[src/rtl/wts_i2s_transmitter.sv]
// I2S transmitter: converts 12-bit offset-binary stereo samples to signed 16-bit
// left-justified words and shifts them out in Philips I2S format with generated BCLK/LRCK.
`timescale 1ns/1ps
module wts_i2s_transmitter #(
    parameter int unsigned BCLK_HALF = 4
) (
    input  logic        clk,
    input  logic        slot_nreset,
    input  logic [11:0] left_in,
    input  logic [11:0] right_in,
    input  logic        mute,
    output logic        i2s_bclk,
    output logic        i2s_lrck,
    output logic        i2s_data,
    output logic        sample_strobe
);

    localparam logic [7:0] DivLast = 8'(BCLK_HALF - 1);

    logic [7:0]  div_q, div_d;
    logic        bclk_q, bclk_d;
    logic [5:0]  slot_q, slot_d;
    logic        lrck_q, lrck_d;
    logic        data_q, data_d;
    logic        strobe_q, strobe_d;
    logic [15:0] lsr_q, lsr_d;
    logic [15:0] rsr_q, rsr_d;
    logic [5:0]  slot_nxt;

    // Offset-binary to two's complement: flip the MSB, then left-justify.
    function automatic logic [15:0] to_word(input logic [11:0] x);
        return {~x[11], x[10:0], 4'b0000};
    endfunction

    assign slot_nxt = slot_q + 6'd1;

    always_comb begin
        div_d    = div_q;
        bclk_d   = bclk_q;
        slot_d   = slot_q;
        lrck_d   = lrck_q;
        data_d   = data_q;
        strobe_d = 1'b0;
        lsr_d    = lsr_q;
        rsr_d    = rsr_q;
        if (div_q == DivLast) begin
            div_d  = 8'd0;
            bclk_d = ~bclk_q;
            if (bclk_q) begin
                slot_d = slot_nxt;
                lrck_d = slot_nxt[5];
                data_d = 1'b0;
                if (slot_nxt == 6'd0) begin
                    strobe_d = 1'b1;
                    lsr_d    = mute ? 16'h0000 : to_word(left_in);
                    rsr_d    = mute ? 16'h0000 : to_word(right_in);
                end else if (slot_nxt >= 6'd1 && slot_nxt <= 6'd16) begin
                    data_d = lsr_q[15];
                    lsr_d  = {lsr_q[14:0], 1'b0};
                end else if (slot_nxt >= 6'd33 && slot_nxt <= 6'd48) begin
                    data_d = rsr_q[15];
                    rsr_d  = {rsr_q[14:0], 1'b0};
                end
            end
        end else begin
            div_d = div_q + 8'd1;
        end
    end

    always_ff @(posedge clk or negedge slot_nreset) begin
        if (!slot_nreset) begin
            div_q    <= 8'd0;
            bclk_q   <= 1'b1;
            slot_q   <= 6'd63;
            lrck_q   <= 1'b1;
            data_q   <= 1'b0;
            strobe_q <= 1'b0;
            lsr_q    <= 16'h0000;
            rsr_q    <= 16'h0000;
        end else begin
            div_q    <= div_d;
            bclk_q   <= bclk_d;
            slot_q   <= slot_d;
            lrck_q   <= lrck_d;
            data_q   <= data_d;
            strobe_q <= strobe_d;
            lsr_q    <= lsr_d;
            rsr_q    <= rsr_d;
        end
    end

    assign i2s_bclk      = bclk_q;
    assign i2s_lrck      = lrck_q;
    assign i2s_data      = data_q;
    assign sample_strobe = strobe_q;

endmodule

[config.mk]
export PLATFORM = sky130hd
export DESIGN_NAME = wts_i2s_transmitter
export DESIGN_NICKNAME = d
export VERILOG_FILES = /design/src/rtl/wts_i2s_transmitter.sv
export SDC_FILE = /design/constraint.sdc
export NUM_CORES = 1
export LEC_CHECK = 0
export BUFFER_PORTS_ARGS = -buffer_cell sky130_fd_sc_hd__clkbuf_2
export CAP_MARGIN = 20
export CORE_MARGIN = 4
export CORE_UTILIZATION = 51
export CTS_CLUSTER_DIAMETER = 100
export DETAILED_ROUTE_END_ITERATION = 12
export PLACE_DENSITY = 0.75
export SLEW_MARGIN = 20
export SYNTH_ARGS = -nofsm -noshare
export SYNTH_HDL_FRONTEND = slang
export SYNTH_SLANG_ARGS = --single-unit
[constraint.sdc]
create_clock -name clk -period 2.7 [get_ports clk]
set_input_delay 0.405 -clock clk [delete_from_list [all_inputs] [get_ports clk]]
set_output_delay 0.405 -clock clk [all_outputs]
set_load 0.01 [all_outputs]
==> impl_metrics.py <==
metrics = {
    "die": {
        "core_area_um2": 4090,
        "initial_core_util": 0.541,
        "die-area_um2": 5450,
        "die_y_um": 73.8,
        "num_rows": 23,
        "io_pins": 31,
        "die_width_um": 73.8,
    },
    "cts": {
        "clkTransAtPathRegs_ps": 80,
        "cts_tree": "yes",
        "cts-root-buf": "clkbuf_8",
        "htreeDepth": 2,
        "ctsHoldBuffers": 0,
        "cts_buffer_depth": 2,
        "numCtsBuffers": 5,
        "cts_sinks": 41,
        "clk_latency_ps": 290,
    },
    "yosys": {
        "ys_seq_area_frac": 0.468,
        "avgSynthCellArea_um2": 11.6,
        "syn_area_um2": 2210,
        "synth-edff-count": 0,
        "syn_inst": 191,
        "synth_warnings": 0,
        "ys_types": 42,
        "ys_async_sr_fraction": 1.00,
        "synth-seq-cells": 41,
        "synth_ff_type": "dfrtp_1",
        "syn_nets": 222,
    },
    "run_status": {
        "status": "completed",
    },
    "cells_and_area": {
        "final_util": 0.622,
        "n_fill_cell": 351,
        "layout.cells.non_filler": 275,
        "layout-drive-gt1-share": 0.364,
        "area_delta_synth_final_pct": 15.1,
        "antenna_cells": 0,
        "nets": 255,
        "seqCellArea_um2": 1030,
        "multiInputGateArea_um2": 1070,
        "postLayoutCellArea_um2": 2540,
    },
    "timing": {
        "maxSlewViolCount": 0,
        "fin_crit_sh": 0.963,
        "max_freq_mhz": 384,
        "slew_headroom": 0.377,
        "finClkSkew_ps": 8.04,
        "period_needed_ps": 2600,
        "final.setup.tns_ps": 0,
        "worst_pin_slew_ps": 935,
        "setup_viol": 0,
        "hold_viol_final": 0,
    },
    "global_route": {
        "antenna_found_initial": 0,
        "grt_max_degree": 40,
        "grt_pass1_vias": 1485,
        "grt_pass1_wl_um": 6650,
        "grt-ovfl-total": 0,
        "track_usage": 0.156,
    },
    "critical_path": {
        "cp.required_ps": 2880,
        "critPathKind": "reg -> reg",
        "r2r-start": "slot_q[0]$_DFFE_PN1P_",
        "r2r_slack_ps": 100,
        "rr_worst_depth": 6,
        "critPathLaunchType": "register",
        "endpoint_kind": "register",
        "worstPathMaxFanout": 14,
        "reg2reg_to": "rsr_q[15]$_DFFE_PN0P_",
        "arrival_ps": 2780,
    },
    "detailed_routing": {
        "drt_pass1_iterations": 4,
        "first_iter_violations": 102,
        "vias": 1526,
        "via_per_inst": 5.55,
        "wire_per_inst_um": 14.3,
        "ant_nets": 0,
        "drc_errors": 0,
        "finalWirelength_um": 3930,
    },
    "power": {
        "p_sw_uw": 235,
        "power_density_nw_per_um2": 467,
        "power_frac_comb": 0.047,
        "power_frac_clock": 0.424,
        "p_int_uw": 954,
        "swShare": 0.197,
        "irDropWorstVdd_uv": 218,
        "total_power_mw": 1.19,
        "seq_power_share": 0.529,
        "p_leak_nw": 1.21,
    },
    "min_path": {
        "min-delay-path-class": "in -> async",
    },
    "placed_design": {
        "portBuffers": 30,
        "post_dp_cell_area_um2": 2420,
        "dp_hpwl_um": 2770,
        "place.gp.congestion": 0.905,
        "dpl.cell_count": 267,
    },
    "flow_run": {
        "maxCapViolations": 0,
    },
}
cell usage in the layout (no fill, tap or decap), types with 2 or more instances in the layout:
cell	Yosys	final
a211oi_1	11	11
a21oi_1	4	4
a221o_1	11	11
and3_1	4	3
and3b_1	2	2
buf_4	1	7
clkbuf_2	0	30
clkbuf_8	0	6
dfrtp_1	34	34
dfstp_2	7	7
ha_1	4	3
inv_1	15	15
mux2_2	15	15
mux2_4	8	8
mux2i_1	2	2
nand2_1	5	5
nand2b_1	2	2
nand3_1	8	8
nor2_1	4	4
nor2b_1	11	11
nor4_1	2	2
or3_1	2	2
xnor2_1	10	10
xor2_1	2	2
registers in the layout, summed over array words and instances (netlist names):
register	cells
slot_q	6
rsr_q	12
lsr_q	12
i2s_data	1
sample_strobe	1
div_q	8
i2s_bclk	1
repair_timing:
| item | CTS | global route |
|---|---|---|
| endpoints found under the setup margin | 0 | 11 |
| setup buffers | 0 | 0 |
| gates resized for setup | 0 | 2 |
Yosys cell counts, drive strengths merged (2+ instances only):
cell type,count,area share
mux2,23,0.13
inv,15,0.025
clkbuf,5,0.0085
and3,4,0.011
a221o,11,0.050
a211oi,11,0.037
nor4,2,0.0057
and3b,2,0.0079
nor2b,11,0.031
nand2b,2,0.0057
buf,6,0.018
xor2,2,0.0079
a21oi,4,0.0091
dfstp,7,0.083
a22o,2,0.012
nand2,5,0.0085
or4b,2,0.011
ha,4,0.023
or3,2,0.0057
dfrtp,34,0.39
xnor2,10,0.040
nand3,8,0.018
mux2i,2,0.0091
nor2,4,0.0068
per-layer routing:
metal / share of wire / global-route usage / vias up / routed length, µm
met4: 0.015 / 0.0543 / 0 / 58
li1: - / - / 754 / -
met5: 0 / 0 / - / 0
met1: 0.50 / 0.225 / 734 / 1970
met2: 0.43 / 0.231 / 31 / 1710
met3: 0.048 / 0.0342 / 7 / 189
worst max-delay path, cell delays in order (launching register included):
cell	delay [ps]
dfstp_2	620
ha_2	240
nand2_1	90
or4b_4	530
a22o_4	370
and3_2	290
a221o_1	360
kinds of logic (layout without fill, tap and decap cells):
family                     after synthesis  in the layout  synth area share
xor gates and xnor gates                12             12            0.0476
DFF                                     41             41             0.468
AOI/OAI and AO/OA                       37             37             0.144
adders and majority gates                4              4            0.0227
buffers and inverters                   26             60            0.0515
muxes                                   25             25             0.140
and+or+nand+nor                         46             46             0.126
power groups by stage:
stage	logic, mW	clock network, mW	registers (mW)
final	0.0560	0.503	0.629
after global routing	0.0651	0.535	0.630
after CTS	0.0579	0.518	0.629
after detailed placement	0.0579	0	0.640
after global placement	0.0568	0	0.640
after floorplan	0.0231	0	0.639
layout make-up:
cell class / instances / share of cell area
Timing Repair Buffer: 37 / 0.0797
Clock buffer: 7 / 0.0339
Multi-Input combinational cell: 124 / 0.421
Sequential cell: 41 / 0.407
Tap cell: 50 / 0.0246
Inverter: 15 / 0.0221
Clock inverter: 1 / 0.0118
per-stage QoR:
step	worst slack, ps	hold slack (ps)
3_5_place_dp	48.0	467
3_3_place_gp	90.5	468
6_report	98.6	243
4_1_cts	34.6	291
2_1_floorplan	216	109
5_1_grt	-14.9	338
worst max-delay path by stage:
stage | startpoint | end
6_report | slot_q[0]$_DFFE_PN1P_ | rsr_q[15]$_DFFE_PN0P_
4_1_cts | slot_q[0]$_DFFE_PN1P_ | rsr_q[13]$_DFFE_PN0P_
3_5_place_dp | slot_q[0]$_DFFE_PN1P_ | rsr_q[6]$_DFFE_PN0P_
5_1_grt | slot_q[0]$_DFFE_PN1P_ | rsr_q[14]$_DFFE_PN0P_
3_3_place_gp | slot_q[0]$_DFFE_PN1P_ | rsr_q[13]$_DFFE_PN0P_
2_1_floorplan | slot_q[0]$_DFFE_PN1P_ | lsr_q[10]$_DFFE_PN0P_
No activity file was read; power rests on OpenSTA's default activity.
